File: src/rtl/aftab_aau_sequencer.sv
// aftab_aau_sequencer
//   Sequences aftab_AAU for the RV32M multiply/divide group on behalf of the
//   core controller. It latches the operands, selects the AAU mode and start
//   signal, waits for completeAAU and returns either the H or the L half.
//   Divide-by-zero and signed-overflow divides are resolved here without
//   starting the AAU. A WAIT that runs past TIMEOUT_CYCLES is aborted with err.
//
// Ports
//   clk, rst         clock; asynchronous active-low reset
//   req, funct3      request and RV32M funct3 (sampled only in IDLE)
//   rs1, rs2         operands
//   busy, done       in-flight flag; one-cycle completion pulse
//   result, dz, err  result word, divide-by-zero flag, timeout flag
//   aauA, aauB       operands driven to the AAU
//   multAAU, divideAAU                                  AAU start strobes
//   signedSigned, signedUnsigned, unsignedUnsigned      AAU mode select
//   aauH, aauL, completeAAU, dev0                       AAU results/status
module aftab_aau_sequencer #(
  parameter int START_CYCLES   = 2,
  parameter int TIMEOUT_CYCLES = 80
) (
  input  logic        clk,
  input  logic        rst,
  input  logic        req,
  input  logic [2:0]  funct3,
  input  logic [31:0] rs1,
  input  logic [31:0] rs2,
  output logic        busy,
  output logic        done,
  output logic [31:0] result,
  output logic        dz,
  output logic        err,
  output logic [31:0] aauA,
  output logic [31:0] aauB,
  output logic        multAAU,
  output logic        divideAAU,
  output logic        signedSigned,
  output logic        signedUnsigned,
  output logic        unsignedUnsigned,
  input  logic [31:0] aauH,
  input  logic [31:0] aauL,
  input  logic        completeAAU,
  input  logic        dev0
);

  localparam int SC_W = (START_CYCLES > 1) ? $clog2(START_CYCLES) : 1;
  localparam int TC_W = (TIMEOUT_CYCLES > 1) ? $clog2(TIMEOUT_CYCLES) : 1;
  localparam logic [SC_W-1:0] START_LAST = SC_W'(START_CYCLES - 1);
  localparam logic [TC_W-1:0] TMO_LAST   = TC_W'(TIMEOUT_CYCLES - 1);

  typedef enum logic [2:0] {
    S_IDLE, S_LAUNCH, S_WAIT, S_BYPASS, S_DONE
  } state_t;

  state_t          state;
  logic [2:0]      f3_q;
  logic            byp_dz_q;
  logic [SC_W-1:0] st_cnt;
  logic [TC_W-1:0] tmo_cnt;

  logic is_div, div_zero, div_ovf;

  // {signedSigned, signedUnsigned, unsignedUnsigned}
  function automatic logic [2:0] mode_of(input logic [2:0] f3);
    case (f3)
      3'b010:                 mode_of = 3'b010;
      3'b011, 3'b101, 3'b111: mode_of = 3'b001;
      default:                mode_of = 3'b100;
    endcase
  endfunction

  // MUL and DIV/DIVU take the low word; MULH* and REM/REMU take the high word.
  function automatic logic [31:0] pick_half(input logic [2:0] f3,
                                            input logic [31:0] h,
                                            input logic [31:0] l);
    logic take_h;
    take_h    = f3[2] ? f3[1] : (f3 != 3'b000);
    pick_half = take_h ? h : l;
  endfunction

  // RISC-V divide-by-zero: quotient all ones, remainder is the dividend.
  function automatic logic [31:0] dz_result(input logic [2:0] f3,
                                            input logic [31:0] a);
    dz_result = f3[1] ? a : 32'hFFFF_FFFF;
  endfunction

  // Signed overflow (most-negative / -1): quotient is the dividend, remainder 0.
  function automatic logic [31:0] ovf_result(input logic [2:0] f3);
    ovf_result = f3[1] ? 32'h0000_0000 : 32'h8000_0000;
  endfunction

  assign is_div   = funct3[2];
  assign div_zero = is_div && (rs2 == 32'h0000_0000);
  // Only the signed forms (DIV=100, REM=110) can overflow.
  assign div_ovf  = is_div && !funct3[0] &&
                    (rs1 == 32'h8000_0000) && (rs2 == 32'hFFFF_FFFF);

  always_ff @(posedge clk or negedge rst) begin
    if (!rst) begin
      state            <= S_IDLE;
      f3_q             <= 3'b000;
      byp_dz_q         <= 1'b0;
      st_cnt           <= '0;
      tmo_cnt          <= '0;
      busy             <= 1'b0;
      done             <= 1'b0;
      result           <= 32'h0;
      dz               <= 1'b0;
      err              <= 1'b0;
      aauA             <= 32'h0;
      aauB             <= 32'h0;
      multAAU          <= 1'b0;
      divideAAU        <= 1'b0;
      signedSigned     <= 1'b0;
      signedUnsigned   <= 1'b0;
      unsignedUnsigned <= 1'b0;
    end else begin
      case (state)
        S_IDLE: begin
          if (req) begin
            f3_q    <= funct3;
            aauA    <= rs1;
            aauB    <= rs2;
            busy    <= 1'b1;
            dz      <= 1'b0;
            err     <= 1'b0;
            st_cnt  <= '0;
            tmo_cnt <= '0;
            {signedSigned, signedUnsigned, unsignedUnsigned} <= mode_of(funct3);
            if (div_zero || div_ovf) begin
              byp_dz_q <= div_zero;
              state    <= S_BYPASS;
            end else begin
              // Start strobe rises together with entry into LAUNCH.
              multAAU   <= !funct3[2];
              divideAAU <= funct3[2];
              state     <= S_LAUNCH;
            end
          end
        end

        S_LAUNCH: begin
          if (st_cnt == START_LAST) begin
            multAAU   <= 1'b0;
            divideAAU <= 1'b0;
            state     <= S_WAIT;
          end else begin
            st_cnt <= st_cnt + SC_W'(1);
          end
        end

        S_WAIT: begin
          // completeAAU takes priority over a coincident timeout.
          if (completeAAU) begin
            busy  <= 1'b0;
            done  <= 1'b1;
            state <= S_DONE;
            if (dev0 && f3_q[2]) begin
              result <= dz_result(f3_q, aauA);
              dz     <= 1'b1;
            end else begin
              result <= pick_half(f3_q, aauH, aauL);
            end
          end else if (tmo_cnt == TMO_LAST) begin
            busy   <= 1'b0;
            done   <= 1'b1;
            result <= 32'h0;
            err    <= 1'b1;
            state  <= S_DONE;
          end else begin
            tmo_cnt <= tmo_cnt + TC_W'(1);
          end
        end

        S_BYPASS: begin
          busy  <= 1'b0;
          done  <= 1'b1;
          state <= S_DONE;
          if (byp_dz_q) begin
            result <= dz_result(f3_q, aauA);
            dz     <= 1'b1;
          end else begin
            result <= ovf_result(f3_q);
          end
        end

        S_DONE: begin
          // A req seen here is not accepted; IDLE samples it next cycle.
          done             <= 1'b0;
          signedSigned     <= 1'b0;
          signedUnsigned   <= 1'b0;
          unsignedUnsigned <= 1'b0;
          state            <= S_IDLE;
        end

        default: state <= S_IDLE;
      endcase
    end
  end

endmodule

File: config.mk
export PLATFORM = sky130hd
export DESIGN_NAME = aftab_aau_sequencer
export DESIGN_NICKNAME = d
export VERILOG_FILES = /design/src/rtl/aftab_aau_sequencer.sv
export SDC_FILE = /design/constraint.sdc
export NUM_CORES = 1
export LEC_CHECK = 0
export CAP_MARGIN = 20
export CELL_PAD_IN_SITES_DETAIL_PLACEMENT = 0
export CELL_PAD_IN_SITES_GLOBAL_PLACEMENT = 1
export CORE_MARGIN = 8
export CORE_UTILIZATION = 34
export DETAILED_ROUTE_END_ITERATION = 10
export MAX_ROUTING_LAYER = met4
export PLACE_DENSITY = 0.88
export REMOVE_ABC_BUFFERS = 1
export SETUP_SLACK_MARGIN = 0.1
export SYNTH_ARGS = -nofsm -noshare
export SYNTH_HDL_FRONTEND = slang
export SYNTH_SLANG_ARGS = --single-unit
File: constraint.sdc
create_clock -name clk -period 3.76 [get_ports clk]
set_input_delay 0.752 -clock clk [delete_from_list [all_inputs] [get_ports clk]]
set_output_delay 0.752 -clock clk [all_outputs]
set_load 0.03 [all_outputs]
==> flow_summary.ini <==
[layout]
final_core_util_pct = 53.90
fill_cells = 1580
multi_input_area_sq_um = 2679
drive_gt1_share_pct = 6.524
final_nets = 1013
area_growth_pct = 57.36
regArea_sq_um = 3003

[detailed_routing]
routed.top_layer = met4
wl_um = 20040
antenna_left = 0
drt_first_pass_iters = 4
num_vias = 5464
met2_length_um = 9470
wl_met1_um = 8644
wl_per_cell_um = 17.97
avgViaCountPerCell = 4.900
drt_iter0_markers = 224
drc_errors = 0
routed-wl-met3_um = 1550

[sta]
holdWs_ps = 421.7
report.final.slew_viol_count = 0
finalCritPeriodShare_pct = 65.15
tns_ps = 0
max_freq_ghz = 0.4082
finalClockSkew_ps = 7.108
tightest_slew_ps = 749.0
setup_violations = 0
rsz0062_at_grt = no
maxSlewHeadroom_pct = 50.01
min_period_ps = 2450
finalHoldViolCount = 0

[setup_path]
path_max_fanout = 7
critPathLaunchType = primary input
worst-path-buf-inv = 1
critPathTopFamily = simple AND/OR/NAND/NOR gates
crit_chain = clkdlybuf4s50_1, nor4b_1, nand4_1, nor3_1, a21oi_2, o311ai_4
slowest_stage = clkdlybuf4s50_1
r2r_start = state[2]
end_kind = flop
reg2reg_to = aauB[7]
reg2reg_depth = 5
slowest_delay_ps = 710
crit_type = primary input to flop
cp.arrival_ps = 2760
crit_required_ps = 4070
rrSetupSlack_ps = 1550

[clock_network]
htree_num_levels = 4
numClockSinks = 120
clockBufferDepth = 2
clock-root-buffer = clkbuf_16
cts_buffers = 17
clk_latency_ps = 410
cts_resized = 0
cts_tree = yes
cts-hold-fix-buffers = 0
path_clk_slew_ps = 60
cts_setup_buffers = 0

[global_route]
grt_overflow_total = 0
track_usage_pct = 19.19
grt_pass1_vias = 5642
grt_max_degree = 121
grt_pass1_wl_um = 31800
antenna_found_initial = 1

[job]
drv_cap = 0

[die]
initial_core_util_pct = 34.25
dieHeight_um = 147.1
ios = 241
core_sq_um = 17060
rows = 48
die_w_um = 147.1
die_area_sq_um = 21630

[synth]
synth_cell_types = 49
avgSynthCellArea_sq_um = 9.099
ys_top_cells_by_count = 241 x nand2_1, 120 x dfrtp_1, 34 x mux2i_1
ys_warn_count = 0
yosysMostFrequentCell = nand2_1
synth_flop_cell = dfrtp_1
synth_edf_count = 0
synth_top_area_share_pct = 51.40
ys_ff_latch = 120
async_flop_share_pct = 100.0
synth_cells = 642
syn_area_sq_um = 5842
ys_seq_area_share_pct = 51.40
netlist.top_cell.by_area = dfrtp_1
ys_top_cells_by_area = dfrtp_1 51%, nand2_1 15%, mux2i_1 5.8%, o22a_1 4.6%, nor2b_1 3.5%

[placed_design]
io_buffers = 240
place_hpwl_um = 14630
gp_congestion = 0.7550

[worst_hold_path]
hold_path.class = primary input to async pin

[power]
ir_drop_v = 0.0003763
p_per_area_nw_per_um2 = 866.0
p_leak_uw = 0.004116

[run_status]
status = complete, no violations
-- area by class of cell --
class                      count  share of cell area [%]
inverter                       6                  0.2450
sequential                   120                   32.67
clock inverter                14                   2.668
multi-input combinational    480                   29.14
antenna                        1                 0.02722
tap                          225                   3.062
timing repair buffer         251                   27.41
clock buffer                  18                   4.777
-- kinds of logic after synthesis --
family / share of synthesized area, %
xor+xnor: 0.7496
simple gates: 26.30
compound gates: 11.95
mux: 6.211
flops: 51.40
buf+inv: 3.170
fa+ha+maj: 0.2141
-- power by group --
part / switching [uW] / internal, uW
sequential: 367 / 1820
combinational: 2280 / 1600
clock: 621 / 1270
total: 3270 / 4690
-- worst max path at each step --
stage | start | end | slack [ps] | depth (start not counted)
final | funct3[2] | divideAAU | 1310 | 6
after global routing | rs2[27] | divideAAU | 1190 | 6
after CTS | rs2[27] | divideAAU | 1270 | 6
after detailed placement | rs2[27] | divideAAU | 850 | 6
after global placement | rs2[27] | divideAAU | 870 | 6
after floorplan | req | divideAAU | 510 | 5
-- metal layers --
layer	GRT usage, %	vias to the layer above
li1	-	2650
met1	23.08	2582
met2	29.98	202
met3	6.152	30
met4	6.425	0
met5	-	-
-- state kept, by name, indices dropped and copies added, names as in the netlist, 3 cells and up --
name	flops
result	32
aauB	32
state	3
tmo_cnt	7
f3_q	3
aauA	32
-- per-stage QoR --
step / total power [uW] / instances / cell area, sq um / setup slack [ps]
after floorplan: 4394 / 606 / 5679 / 512.4
after global placement: 6088 / 1082 / 8506 / 874.0
after detailed placement: 6133 / 1082 / 8506 / 849.0
after CTS: 8060 / 1114 / 9190 / 1266
after global routing: 8460 / 1115 / 9193 / 1193
final: 7961 / 1115 / 9193 / 1310
-- cell usage in the layout, fill, tap and decap left out, drive strengths merged, types with 5 or more instances in the layout --
cell,instances
bufinv,6
nor2,18
o22a,31
xor2,5
buf,12
o21ai,40
nor4,13
clkdlybuf4s50,239
dfrtp,120
a21oi,6
inv,8
nor2b,33
clkbuf,18
nand4,7
clkinv,5
nand2,241
nand3,7
a22o,5
mux2i,34
(Power assumes the default switching activity.)
==> variant (same flow settings) <==
Register the input `rs1` before use, with the module's reset. The logic sees it one clock later. The other inputs are not delayed to match.
--- a/src/rtl/aftab_aau_sequencer.sv
+++ b/src/rtl/aftab_aau_sequencer.sv
@@ -53,4 +53,14 @@
   } state_t;
 
+  logic [31:0] rs1_q;
+
+  always_ff @(posedge clk or negedge rst) begin
+    if (!rst) begin
+      rs1_q <= '0;
+    end else begin
+      rs1_q <= rs1;
+    end
+  end
+
   state_t          state;
   logic [2:0]      f3_q;
@@ -94,5 +104,5 @@
   // Only the signed forms (DIV=100, REM=110) can overflow.
   assign div_ovf  = is_div && !funct3[0] &&
-                    (rs1 == 32'h8000_0000) && (rs2 == 32'hFFFF_FFFF);
+                    (rs1_q == 32'h8000_0000) && (rs2 == 32'hFFFF_FFFF);
 
   always_ff @(posedge clk or negedge rst) begin
@@ -120,5 +130,5 @@
           if (req) begin
             f3_q    <= funct3;
-            aauA    <= rs1;
+            aauA    <= rs1_q;
             aauB    <= rs2;
             busy    <= 1'b1;
Behaviour: not the same (a bounded check fails within 4 cycles, from zero or initial values and one cycle with rst low).
==> variant against the unedited design <==
Critical path type unchanged; routed wire length up 5.4%; final cell count grew 6.4%; setup slack worse by 21 ps; critical endpoint is now busy$_DFFE_PN0P_; clock skew rose by 1.6 ps; total power rose by 4.8%; sequential cell count increased by 32; synthesized area grew 14%; cell area up 8.0%.
==> variant: results (changes against the unedited design) <==
gp weighted congestion -> 0.8034 (+6.4%)
leakage -> 0.004451 uW (+8.1%)
R2R cell count -> 5 (unchanged)
sequential share of the synthesized area -> 57.36% (+6.0 points)
Worst R2R Setup Slack -> 1460 ps (-90 ps)
Clock power frac -> 21.0% (-2.7 points)
n_diodes -> 0 (-1)
Starting DRT DRC Count -> 202 (-9.8%)
H-tree depth -> 4 (unchanged)
total number of vias -> 5,615 (+2.8%)
Layout fillers -> 1,784 (+13%)
proportion of layout cells with a drive suffix above 1 -> 5.755% (-0.77 points)
Synth cell types -> 48 (-2.0%)
Design Power -> 8340 uW (+4.8%)
Crit Reg-Reg Startpoint -> state[0]$_DFFE_PN0P_
Internal -> 4856 uW (+3.5%)
CP max stage delay -> 600 ps (-110 ps)
post-CTS resize count -> 0 (unchanged)
Seq group -> 2610 uW (+19%)
Final Net Count -> 1,045 (+3.2%)
leading area contributor after synthesis -> dfrtp_1
Worst Max-Slew Pin Slew -> 884.6 ps (+135.6 ps)
PortBufs -> 240 (unchanged)
Post-synth ARST share -> 100.0% (unchanged)
gr usage total -> 18.26% (-0.94 points)
first-pass GRT wire length -> 33.23 mm (+4.5%)
VDD IR-drop max -> 0.4456 mV (+18%)
adder-cell share of the synthesized area -> 0.1887% (-0.025 points)
Area contributors post-synth -> dfrtp_1 (57%), nand2_1 (14%), mux2i_1 (5.0%)
largest net degree at the start of global routing -> 94 (-22%)
post-synthesis mux area share -> 5.491% (-0.72 points)
most frequent cells after synthesis -> nand2_1 (244), dfrtp_1 (152), o21ai_0 (40), mux2i_1 (33), nor2b_1 (32)
vias in the first global route -> 5,911 (+4.8%)
WP data arrival -> 2810 ps (+50 ps)
CP delay by family, top -> buffers and inverters
Final HPWL DP -> 15.50 mm (+6.0%)
outcome -> completed
FF-to-FF End -> aauA[25]$_DFFE_PN0P_
crit path launch -> req
Final Skew -> 8.748 ps (+1.640 ps)
XOR/XNOR Fraction of Synth Area -> 0.5283% (-0.22 points)
Num CTS Buffers -> 17 (unchanged)
Synth Area in Compound Gates -> 10.42% (-1.5 points)
CP Capture Point -> busy$_DFFE_PN0P_
worst-path maximum fanout -> 42 (+35)
routed wire length -> 21.13 mm (+5.4%)
initial antenna violation count -> 0 (-1)
-- variant: per-stage QoR --
step                cell area [sq um]  setup slack, ps  utilization (%)  std cells  hold WS [ps]
floorplan                        6462            571.6                -        641         429.8
global route                     9931             1117            51.53       1186         474.0
CTS                              9931             1271            51.53       1186         455.0
finish                           9931             1289            51.53       1186         404.1
detailed placement               9329            846.5            48.41       1154         446.5
global placement                 9329            915.1            48.41       1154         443.3
-- variant: final cells by class --
type | count | area (sq um) | share of cell area [%]
flip-flops and latches | 152 | 3804 | 38.30
multi-input cells | 481 | 2663 | 26.81
repair buffers | 248 | 2501 | 25.19
clock buffers | 19 | 442.9 | 4.460
well taps | 265 | 331.6 | 3.339
clock inverters | 13 | 158.9 | 1.600
inverters | 8 | 30.03 | 0.3024
-- variant: metal layers --
| layer | track usage (%) | wire [microns] |
|---|---|---|
| met5 | - | 0 |
| met4 | 4.020 | 159 |
| met3 | 6.454 | 1750 |
| met2 | 28.25 | 9855 |
| met1 | 22.66 | 9366 |
